<file path="config.mk">
export PLATFORM = sky130hd
export DESIGN_NAME = fetch_stage_flat
export DESIGN_NICKNAME = d
export VERILOG_FILES = /design/src/rtl/fetch_stage_if.sv /design/src/rtl/fetch_stage.sv /design/src/flat_wrapper.sv
export SDC_FILE = /design/constraint.sdc
export NUM_CORES = 1
export LEC_CHECK = 0
export ABC_CLOCK_PERIOD_IN_PS = 2200
export CORE_AREA = 2 2 170 89
export CTS_CLUSTER_SIZE = 28
export DETAILED_ROUTE_END_ITERATION = 16
export DIE_AREA = 0 0 172 91
export PLACE_DENSITY = 0.77
export SYNTH_ARGS = -nofsm -noshare
export SYNTH_HDL_FRONTEND = slang
export SYNTH_SLANG_ARGS = --single-unit
</file>
<file path="constraint.sdc">
create_clock -name CLK -period 2.2 [get_ports CLK]
set_clock_uncertainty 0.05 [all_clocks]
set_input_delay 0.44 -clock CLK [delete_from_list [all_inputs] [get_ports CLK]]
set_output_delay 0.44 -clock CLK [all_outputs]
set_load 0.005 [all_outputs]
</file>
<file path="src/rtl/fetch_stage_if.sv">
// rtl/fetch_stage_if.sv - instruction-memory request/response bundle for the fetch stage
interface fetch_stage_if;
  logic        ihit;
  logic [31:0] imemload;
  logic        imemREN;
  logic [31:0] imemaddr;

  // fetch stage side: issues the request, consumes the returned word
  modport master (
    input  ihit,
    input  imemload,
    output imemREN,
    output imemaddr
  );

  // memory side: answers the request
  modport slave (
    output ihit,
    output imemload,
    input  imemREN,
    input  imemaddr
  );
endinterface

</file>
<file path="src/rtl/fetch_stage.sv">
// rtl/fetch_stage.sv - PC register, instruction fetch and control-flow redirect
module fetch_stage #(
  parameter logic [31:0] PC_INIT = 32'h0000_0000,
  parameter int          WORD_W  = 32
) (
  input  logic                CLK,
  input  logic                RST,
  fetch_stage_if.master       imem,
  input  logic                stall,
  input  logic                beq_out_3,
  input  logic                bne_out_3,
  input  logic                zero_out_3,
  input  logic                j_out_3,
  input  logic                jal_out_3,
  input  logic                JR_out_3,
  input  logic [WORD_W-1:0]   pc_imm_out_3,
  input  logic [WORD_W-1:0]   pc_4_out_3,
  input  logic [25:0]         jumpAddr_out_3,
  input  logic [WORD_W-1:0]   rdat1_out_3,
  input  logic                halt_or_out_4,
  output logic [WORD_W-1:0]   instr_in_1,
  output logic [WORD_W-1:0]   pc_4_in_1,
  output logic                if_wen,
  output logic                flush
);

  typedef enum logic [1:0] {
    FETCH      = 2'd0,
    REDIR_PEND = 2'd1,
    HALTED     = 2'd2
  } state_t;

  state_t              state, next_state;
  logic [WORD_W-1:0]   pc, pc_next;
  logic [WORD_W-1:0]   pend_tgt, pend_next;
  logic                take_br;
  logic                redir;
  logic [WORD_W-1:0]   redir_tgt;
  logic                ren_c, wen_c, flush_c;
  logic                unused_pc4_lo;

  // only the region bits of the resolving PC+4 feed the jump target
  assign unused_pc4_lo = ^pc_4_out_3[WORD_W-5:0];

  // redirect decode: JR beats j/jal, which beats a taken branch
  always_comb begin
    take_br   = (beq_out_3 & zero_out_3) | (bne_out_3 & ~zero_out_3);
    redir     = JR_out_3 | j_out_3 | jal_out_3 | take_br;
    redir_tgt = pc_imm_out_3;
    if (JR_out_3) begin
      redir_tgt = rdat1_out_3;
    end else if (j_out_3 || jal_out_3) begin
      redir_tgt = {pc_4_out_3[WORD_W-1:WORD_W-4], jumpAddr_out_3, 2'b00};
    end
  end

  // next-state, next-PC and handshake outputs
  always_comb begin
    next_state = state;
    pc_next    = pc;
    pend_next  = pend_tgt;
    ren_c      = 1'b0;
    wen_c      = 1'b0;
    flush_c    = 1'b0;
    unique case (state)
      FETCH: begin
        ren_c = 1'b1;
        if (redir) begin
          flush_c = 1'b1;
          if (imem.ihit) begin
            pc_next = redir_tgt;
          end else begin
            // keep the outstanding request stable; remember where to go
            pend_next  = redir_tgt;
            next_state = REDIR_PEND;
          end
        end else if (imem.ihit && !stall) begin
          pc_next = pc + WORD_W'(4);
          wen_c   = 1'b1;
        end
      end
      REDIR_PEND: begin
        ren_c = 1'b1;
        if (redir) begin
          flush_c = 1'b1;
          if (imem.ihit) begin
            pc_next    = redir_tgt;
            next_state = FETCH;
          end else begin
            pend_next = redir_tgt;
          end
        end else if (imem.ihit) begin
          // the returning word belongs to the wrong path and is dropped
          pc_next    = pend_tgt;
          next_state = FETCH;
        end
      end
      HALTED: begin
        ren_c = 1'b0;
      end
      default: begin
        next_state = FETCH;
      end
    endcase
    if (halt_or_out_4) begin
      next_state = HALTED;
      pc_next    = pc;
      pend_next  = pend_tgt;
      wen_c      = 1'b0;
      flush_c    = 1'b0;
    end
    if (RST) begin
      ren_c   = 1'b0;
      wen_c   = 1'b0;
      flush_c = 1'b0;
    end
  end

  // state, PC and pending-target registers
  always_ff @(posedge CLK or posedge RST) begin
    if (RST) begin
      state    <= FETCH;
      pc       <= PC_INIT;
      pend_tgt <= '0;
    end else begin
      state    <= next_state;
      pc       <= pc_next;
      pend_tgt <= pend_next;
    end
  end

  assign imem.imemREN  = ren_c;
  assign imem.imemaddr = pc;
  assign if_wen        = wen_c;
  assign flush         = flush_c;
  assign pc_4_in_1     = pc + WORD_W'(4);
  assign instr_in_1    = imem.imemload;

endmodule

</file>
<file path="src/flat_wrapper.sv">
// flat-port wrapper written by rule: the top's interface ports become plain ports
module fetch_stage_flat 
#(
  parameter logic [31:0] PC_INIT = 32'h0000_0000,
  parameter int          WORD_W  = 32
)
  (CLK, RST, stall, beq_out_3, bne_out_3, zero_out_3, j_out_3, jal_out_3, JR_out_3, pc_imm_out_3, pc_4_out_3, jumpAddr_out_3, rdat1_out_3, halt_or_out_4, instr_in_1, pc_4_in_1, if_wen, flush, imem_ihit, imem_imemload, imem_imemREN, imem_imemaddr);
  fetch_stage_if imem_i ();
  input  logic CLK;
  input  logic RST;
  input  logic stall;
  input  logic beq_out_3;
  input  logic bne_out_3;
  input  logic zero_out_3;
  input  logic j_out_3;
  input  logic jal_out_3;
  input  logic JR_out_3;
  input  logic [WORD_W-1:0] pc_imm_out_3;
  input  logic [WORD_W-1:0] pc_4_out_3;
  input  logic [25:0] jumpAddr_out_3;
  input  logic [WORD_W-1:0] rdat1_out_3;
  input  logic halt_or_out_4;
  output logic [WORD_W-1:0] instr_in_1;
  output logic [WORD_W-1:0] pc_4_in_1;
  output logic if_wen;
  output logic flush;
  input wire logic [$bits(imem_i.ihit)-1:0] imem_ihit;
  input wire logic [$bits(imem_i.imemload)-1:0] imem_imemload;
  output wire logic [$bits(imem_i.imemREN)-1:0] imem_imemREN;
  output wire logic [$bits(imem_i.imemaddr)-1:0] imem_imemaddr;
  assign imem_i.ihit = imem_ihit;
  assign imem_i.imemload = imem_imemload;
  assign imem_imemREN = imem_i.imemREN;
  assign imem_imemaddr = imem_i.imemaddr;
  fetch_stage #(.PC_INIT(PC_INIT), .WORD_W(WORD_W)) u_core (.CLK(CLK), .RST(RST), .imem(imem_i), .stall(stall), .beq_out_3(beq_out_3), .bne_out_3(bne_out_3), .zero_out_3(zero_out_3), .j_out_3(j_out_3), .jal_out_3(jal_out_3), .JR_out_3(JR_out_3), .pc_imm_out_3(pc_imm_out_3), .pc_4_out_3(pc_4_out_3), .jumpAddr_out_3(jumpAddr_out_3), .rdat1_out_3(rdat1_out_3), .halt_or_out_4(halt_or_out_4), .instr_in_1(instr_in_1), .pc_4_in_1(pc_4_in_1), .if_wen(if_wen), .flush(flush));
endmodule
</file>
==> flow_summary.rst, run 1 <==
.. list-table::
   :header-rows: 1

   * - Metric
     - Value
   * - Static leakage
     - 0.00400 uW
   * - Antenna-violating nets left
     - 0
   * - Worst-path maximum fanout
     - 4
   * - Total cell area at the placement stage
     - 7830 um2
   * - Mean post-synth cell area
     - 8.20 um2
   * - Kind of end point of the critical path
     - primary output
   * - Placer's final routability congestion estimate
     - 0.940
   * - Worst setup margin
     - -0.498 ns
   * - Setup WS pre-CTS
     - -0.508 ns
   * - Most used flip-flop cell after synthesis
     - dfrtp_1
   * - Die Footprint
     - 15,700 um2
   * - Sum of net half-perimeters after detailed placement
     - 16,800 um
   * - GR Overflow Total
     - 0
   * - Overall fraction of global-route tracks in use
     - 29.3%
   * - Worst ir drop on vdd
     - 416 uV
   * - # IOs
     - 264
   * - Worst-case headroom to the max-slew limit
     - 64.7%
   * - Clock sinks
     - 66
   * - Area taken by multi-input logic gates
     - 3550 um2
   * - Global-route wire length before repair
     - 34,900 um
   * - Setup repair after global routing missed its margin
     - yes
   * - Max incr delay on CP
     - 0.37 ns
   * - Unique masters post-synth
     - 63
   * - Maximum number of pins on one net before global-route repair
     - 67
   * - Fill count
     - 1,104
   * - Row cnt
     - 31
   * - Antenna Diode Count
     - 0
   * - Power per cell area
     - 541 nW/um2
   * - Clock tree from TritonCTS
     - yes
   * - Count of flip-flops with a built-in enable after synthesis
     - 0
   * - Worst slew pin tran
     - 0.516 ns
   * - Starting utilization of the core area
     - 36.3%
   * - Number of max-cap violations
     - 0
   * - Clock latency on the worst-skew pair
     - 0.34 ns
   * - Htree depth
     - 3
   * - Number of clock buffers inserted by TritonCTS
     - 9
   * - CORE AREA
     - 14,100 um2
   * - Width of the die
     - 172 um
   * - Reg-to-reg setup timing slack
     - -0.15 ns
   * - Via count
     - 6,638
   * - Part of the cycle the worst path needs
     - 123%
   * - Mean number of vias per cell
     - 5.78
   * - Outcome
     - finished, violations left
   * - Sequential cell area fraction in the yosys report
     - 32.2%
   * - Post-route cell area
     - 9160 um2
   * - Type of the most critical hold path
     - flop to flop
   * - Final Power
     - 4950 uW
   * - Number of global-route vias before repair
     - 6,252
   * - Async set or reset register ratio after synthesis
     - 100%
   * - Count of buffers from port buffering
     - 171
   * - Final WL
     - 24,400 um
   * - Mean routed wirelength per cell
     - 21.2 um
   * - Detailed-route DRC error count
     - 0
   * - Number of cells after detailed placement
     - 1,066
   * - Cell family with most CP delay
     - simple AND/OR/NAND/NOR gates
   * - CP cell instances
     - buf_6, nand4_1, nor3_2, buf_4, buf_6, nand4_1, xnor2_2, buf_2
   * - Number of antenna violations at the first check in global routing
     - 0
   * - Netlist area before placement
     - 5120 um2
   * - Vert. Die Dim
     - 91 um
   * - Register area
     - 1660 um2
   * - Root buffer cell
     - clkbuf_16
   * - Violations in the final reports
     - setup timing
   * - Final-report setup violation count
     - 30
   * - Minimum period implied by the final worst setup slack
     - 2.70 ns
   * - Final Hold Violating Endpoints
     - 0
   * - Post-synth net total
     - 791
   * - Required time worst endpoint
     - 1.71 ns
   * - Total number of yosys warnings
     - 0
   * - Max Slew Vio Count
     - 0
   * - Layout cells sized above 1
     - 40.3%
   * - Area overhead of the layout relative to synthesis
     - 78.8%
   * - Crit path buffers/inverters
     - 4
   * - Initial detailed-routing violation count
     - 622
   * - Net count of the finished layout
     - 1,112
   * - Final Non-Filler Cells
     - 1,149
   * - First-pass iteration count of the detailed router
     - 5
   * - Setup crit start kind
     - flop
   * - Data arrival time at the worst-slack endpoint
     - 2.21 ns
   * - Post-Syn Instances
     - 625
   * - FF+latch count, synth
     - 66
   * - Slowest library cell on the worst path
     - dfrtp_1
   * - Worst Setup Path Type
     - flop to primary output
   * - Clock tree buffer depth
     - 2
   * - Max Clk Rate
     - 371 MHz
   * - Clock edge transition at the registers on the reported setup and hold paths
     - 0.06 ns
[cells in the mapped netlist, types with 4 or more instances]
library cell | count | share of area [%]
a211o_1 | 4 | 0.68
a21oi_1 | 33 | 3.2
a221oi_1 | 5 | 0.85
a22o_1 | 4 | 0.68
a31o_2 | 17 | 2.9
and2_1 | 5 | 0.61
and3_1 | 7 | 0.85
buf_2 | 14 | 1.4
buf_4 | 35 | 5.1
clkbuf_1 | 31 | 2.3
dfrtp_1 | 66 | 32
inv_1 | 9 | 0.66
mux2_2 | 12 | 2.6
mux2i_1 | 17 | 3.3
nand2_1 | 76 | 5.6
nand3_1 | 35 | 3.4
nand4_1 | 15 | 1.8
nor2_1 | 40 | 2.9
nor2b_1 | 12 | 1.5
nor3_1 | 8 | 0.78
nor4_1 | 4 | 0.49
o21ai_0 | 57 | 5.6
o221ai_1 | 9 | 1.5
o311ai_0 | 7 | 1.2
or3b_2 | 9 | 1.5
xnor2_1 | 23 | 3.9
xor2_1 | 5 | 0.85
[report_power, final]
group          switching [uW]  internal (uW)
Combinational             964           1120
Clock                     532            788
Sequential                155           1390
Total                    1650           3300
[sequential cells by signal, indices dropped and copies added, names as in the netlist]
name                  count
u_core.pend_tgt          32
u_core.state              2
u_core.imem.imemaddr     32
[kinds of logic (layout without fill, tap and decap cells)]
logic type | after synthesis | after routing | share of synthesized area (%)
multiplexers | 29 | 29 | 5.96
buffers and inverters | 91 | 417 | 9.57
flip-flops | 66 | 66 | 32.2
XOR/XNOR | 28 | 28 | 4.79
AO/OA/AOI/OAI | 180 | 180 | 23.9
adder cells (fa/ha/maj) | 1 | 1 | 0.244
AND/OR/NAND/NOR | 230 | 230 | 23.3
[timing repair]
action                     CTS  global route
setup endpoints to repair   78            42
pin swaps                   45            41
buffers inserted            54            27
resized for setup          194            71
hold buffers                 0             0
[metrics by stage]
step	setup TNS, ns	hold slack, ns	utilization (%)
global route	-9.67	0.471	64.9
detailed placement	-31.02	0.422	55.5
CTS	-5.42	0.435	62.2
floorplan	-0.0112	0.399	-
finish	-7.79	0.432	64.9
global placement	-26.17	0.411	55.5
[worst register-to-register path: cells and delay by family, from the launching register on]
kind | cells | cell delay (ns)
buffers and inverters | 5 | 0.71
AND/OR/NAND/NOR | 3 | 0.58
AO/OA/AOI/OAI | 2 | 0.48
flip-flops | 1 | 0.40
[cells in the final DEF (no fill, tap or decap), drive strengths merged, types with 12 or more instances in the layout]
master	count
clkdlybuf4s50	131
a31o	17
dfrtp	66
clkbuf	16
mux2i	17
nor2b	12
o21ai	57
nand2	76
nor2	41
buf	246
a21oi	34
nand3	36
mux2	12
xnor2	23
nand4	17
[metal layers]
metal / vias up / GRT usage (%) / share of wire, %
li1: 2917 / - / -
met1: 3160 / 41.7 / 42
met2: 503 / 40.2 / 41
met5: - / 0 / 0
met4: 0 / 8.19 / 2.5
met3: 58 / 12.3 / 15
[area by class of cell]
class / instances / area share (%)
multi-input cells: 468 / 38.7
repair buffers: 392 / 37.3
flip-flops and latches: 66 / 18.1
clock inverters: 3 / 0.164
well taps: 198 / 2.70
inverters: 9 / 0.369
clock buffers: 13 / 2.73
[path summary, 6_finish.rpt]
| path | startpoint | end | cells after the start |
|---|---|---|---|
| max reg2reg | u_core.imem.imemaddr[7] | u_core.imem.imemaddr[17] | 10 |
| min in group asynchronous | RST | u_core.pend_tgt[21] | 3 |
| min | u_core.pend_tgt[1] | u_core.pend_tgt[1] | 2 |
| min reg2reg | u_core.pend_tgt[1] | u_core.pend_tgt[1] | 2 |
| max | u_core.imem.imemaddr[11] | pc_4_in_1[30] | 8 |
| max in group asynchronous | RST | u_core.imem.imemaddr[4] | 3 |
No activity file was read; power rests on OpenSTA's default activity.
==> inputs of run 2 (changes only) <==
CAP_MARGIN = 20   (was unset)
==> results of run 2 <==
Same layout as run 1: the final DEF is identical, and so are final timing and power.
==> inputs of run 3 (changes only) <==
ABC_CLOCK_PERIOD_IN_PS = unset   (was 2200)
PLACE_DENSITY = 0.76   (was 0.77)
==> run 3 against run 2 <==
Compared with the run above: the run ends with DRC, setup timing left; total power fell by 1.7%; global-route usage decreased by 1.3 points; die area stayed put; final area decreased by 1.8%; clock power about the same; wire length fell by 6.6%; cell count down 1.1%; hold slack better by 0.0029 ns; worst setup slack better by 0.071 ns.
==> flow_summary.rst, run 3 (synthesis results as in run 1) <==
.. list-table::
   :header-rows: 1

   * - Metric
     - Value
   * - Outcome
     - finished, violations left
   * - Violations in the final reports
     - DRC, setup timing
   * - Final Power
     - 4870 uW
   * - Fraction of power spent switching nets
     - 32.9%
   * - Number of global-route vias before repair
     - 5,822
   * - Slowest library cell on the worst path
     - dfrtp_1
   * - Row cnt
     - 31
   * - Worst ir drop on vdd
     - 359 uV
   * - Maximum number of pins on one net before global-route repair
     - 67
   * - Final-report setup violation count
     - 27
   * - Number of max-cap violations
     - 0
   * - Kind of end point of the critical path
     - primary output
   * - Initial detailed-routing violation count
     - 560
   * - Antenna Diode Count
     - 0
   * - GR Overflow Total
     - 0
   * - Clock sinks
     - 66
   * - Number of antenna violations at the first check in global routing
     - 0
   * - Antenna-violating nets left
     - 0
   * - Max Clk Rate
     - 381 MHz
   * - Clk network pwr share
     - 27.4%
   * - Worst setup margin
     - -0.427 ns
   * - Max Slew Vio Count
     - 0
   * - Number of clock buffers inserted by TritonCTS
     - 9
   * - Top library cells by usage in the layout, fill and taps aside
     - buf_4, clkdlybuf4s50_1, nand2_1
   * - Static leakage
     - 0.00391 uW
   * - Placer's final routability congestion estimate
     - 0.890
   * - Minimum period implied by the final worst setup slack
     - 2.63 ns
   * - Die Footprint
     - 15,700 um2
   * - Detailed-route DRC error count
     - 2
   * - Clock tree from TritonCTS
     - yes
   * - Data arrival time at the worst-slack endpoint
     - 2.14 ns
   * - Area overhead of the layout relative to synthesis
     - 75.7%
   * - Global-route wire length before repair
     - 33,000 um
   * - Final WL
     - 22,700 um
   * - Worst slew pin tran
     - 0.501 ns
   * - Fraction of power consumed by sequential logic
     - 31.5%
   * - Worst-case headroom to the max-slew limit
     - 66.3%
   * - Power per cell area
     - 541 nW/um2
   * - Required time worst endpoint
     - 1.71 ns
   * - Final Hold Violating Endpoints
     - 0
   * - Sum of net half-perimeters after detailed placement
     - 16,500 um
   * - Net count of the finished layout
     - 1,099
   * - Crit path buffers/inverters
     - 5
   * - Setup crit start kind
     - flop
   * - End-of-flow core utilization
     - 63.8%
   * - Count of buffers from port buffering
     - 171
   * - Starting utilization of the core area
     - 36.3%
   * - Vert. Die Dim
     - 91 um
   * - CORE AREA
     - 14,100 um2
   * - Type of the most critical hold path
     - flop to flop
   * - Layout cells sized above 1
     - 38.6%
   * - Most frequent CP cell
     - buf_6
   * - Internal Power
     - 3270 uW
   * - Htree depth
     - 3
   * - Hold bufs inserted after CTS
     - 0
   * - Part of the cycle the worst path needs
     - 119%
   * - Mean routed wirelength per cell
     - 20.0 um
   * - Cell family with most CP delay
     - buffers and inverters
   * - Setup WS pre-CTS
     - -0.535 ns
   * - Worst Setup Path Type
     - flop to primary output
   * - Mean number of vias per cell
     - 5.62
   * - Most common library cell in the layout ignoring fill and taps
     - buf_4
   * - CP cell instances
     - buf_4, buf_6, nand4_4, nor3_4, buf_6, buf_6, nand4_1, xnor2_1, buf_2
   * - Clock edge transition at the registers on the reported setup and hold paths
     - 0.06 ns
   * - Worst-path maximum fanout
     - 3
   * - Overall fraction of global-route tracks in use
     - 28.0%
   * - Part of the total power dissipated in combinational logic
     - 41.1%
   * - Root buffer cell
     - clkbuf_16
   * - Width of the die
     - 172 um
   * - Max incr delay on CP
     - 0.41 ns
   * - Clock tree buffer depth
     - 2
   * - Sw Pwr
     - 1600 uW
   * - Via count
     - 6,384
   * - # IOs
     - 264
   * - First-pass iteration count of the detailed router
     - 11
   * - Clock latency on the worst-skew pair
     - 0.34 ns
   * - Setup repair after global routing missed its margin
     - yes
==> run 3: cell count changes in the layout (fill, tap and decap cells not counted), moves of 3 or more <==
cell             previous run  this run
clkdlybuf4s15_1             3         0
buf_12                      4         7
buf_6                      36        42
buf_4                     180       159
clkbuf_2                    3         0
nor4_2                      1         4
==> run 3: timing repair <==
| action | 4_1_cts | 5_1_grt |
|---|---|---|
| gates resized for setup | 190 | 48 |
| gates cloned | 1 | 0 |
| setup buffers | 46 | 22 |
| setup endpoints to repair | 42 | 39 |
| pin swaps | 42 | 27 |
==> run 3: area by class of cell <==
type | instances | area [um2]
tap | 198 | 248
inverter | 9 | 33.8
fill | 1169 | 5120
clock buffer | 11 | 243
timing repair buffer | 379 | 3380
sequential | 66 | 1650
clock inverter | 5 | 30.0
multi-input combinational | 468 | 3420
==> run 3: stage by stage <==
step / instance area (um2) / hold WS [ns] / std cells / setup TNS [ns]
detailed placement: 7810 / 0.420 / 1057 / -24.36
finish: 9000 / 0.434 / 1136 / -6.51
CTS: 8650 / 0.433 / 1117 / -6.24
global placement: 7810 / 0.411 / 1057 / -20.34
floorplan: 5140 / 0.399 / 625 / -0.0112
global route: 9000 / 0.449 / 1136 / -9.25
==> run 3: power by group through the flow <==
stage	Clock, uW	Sequential (uW)	Combinational (uW)
final	1330	1540	2000
after global routing	1400	1550	2130
after CTS	1340	1530	1880
after detailed placement	0	1530	1820
after global placement	0	1530	1780
after floorplan	0	1570	691
==> run 3: worst reg2reg max path, stage by stage (launching register included) <==
cell and delay, ns:
dfrtp_1 0.41, ha_4 0.18, nand3_4 0.08, buf_6 0.14, nor3_2 0.14, buf_4 0.18, buf_6 0.11, nand4_1 0.12
buf_4 0.17, buf_6 0.10, buf_6 0.10, buf_6 0.10, buf_6 0.10, buf_6 0.10, buf_6 0.11, o311ai_2 0.20
==> run 3: final timing paths <==
check	start	end	slack, ns	cells after the start
max	u_core.imem.imemaddr[2]	pc_4_in_1[21]	-0.43	9
min	u_core.pend_tgt[22]	u_core.pend_tgt[22]	0.43	2
max reg2reg	u_core.imem.imemaddr[2]	u_core.imem.imemaddr[24]	-0.29	15
min reg2reg	u_core.pend_tgt[22]	u_core.pend_tgt[22]	0.43	2
max in group asynchronous	RST	u_core.imem.imemaddr[4]	1.25	3
min in group asynchronous	RST	u_core.pend_tgt[22]	0.54	3
==> run 3: layer usage <==
layer	GRT usage, %	share of wire, %	vias up
li1	-	-	2898
met1	43.2	45	3045
met2	38.3	41	410
met3	8.28	12	31
met4	4.90	1.3	0
met5	0	0	-
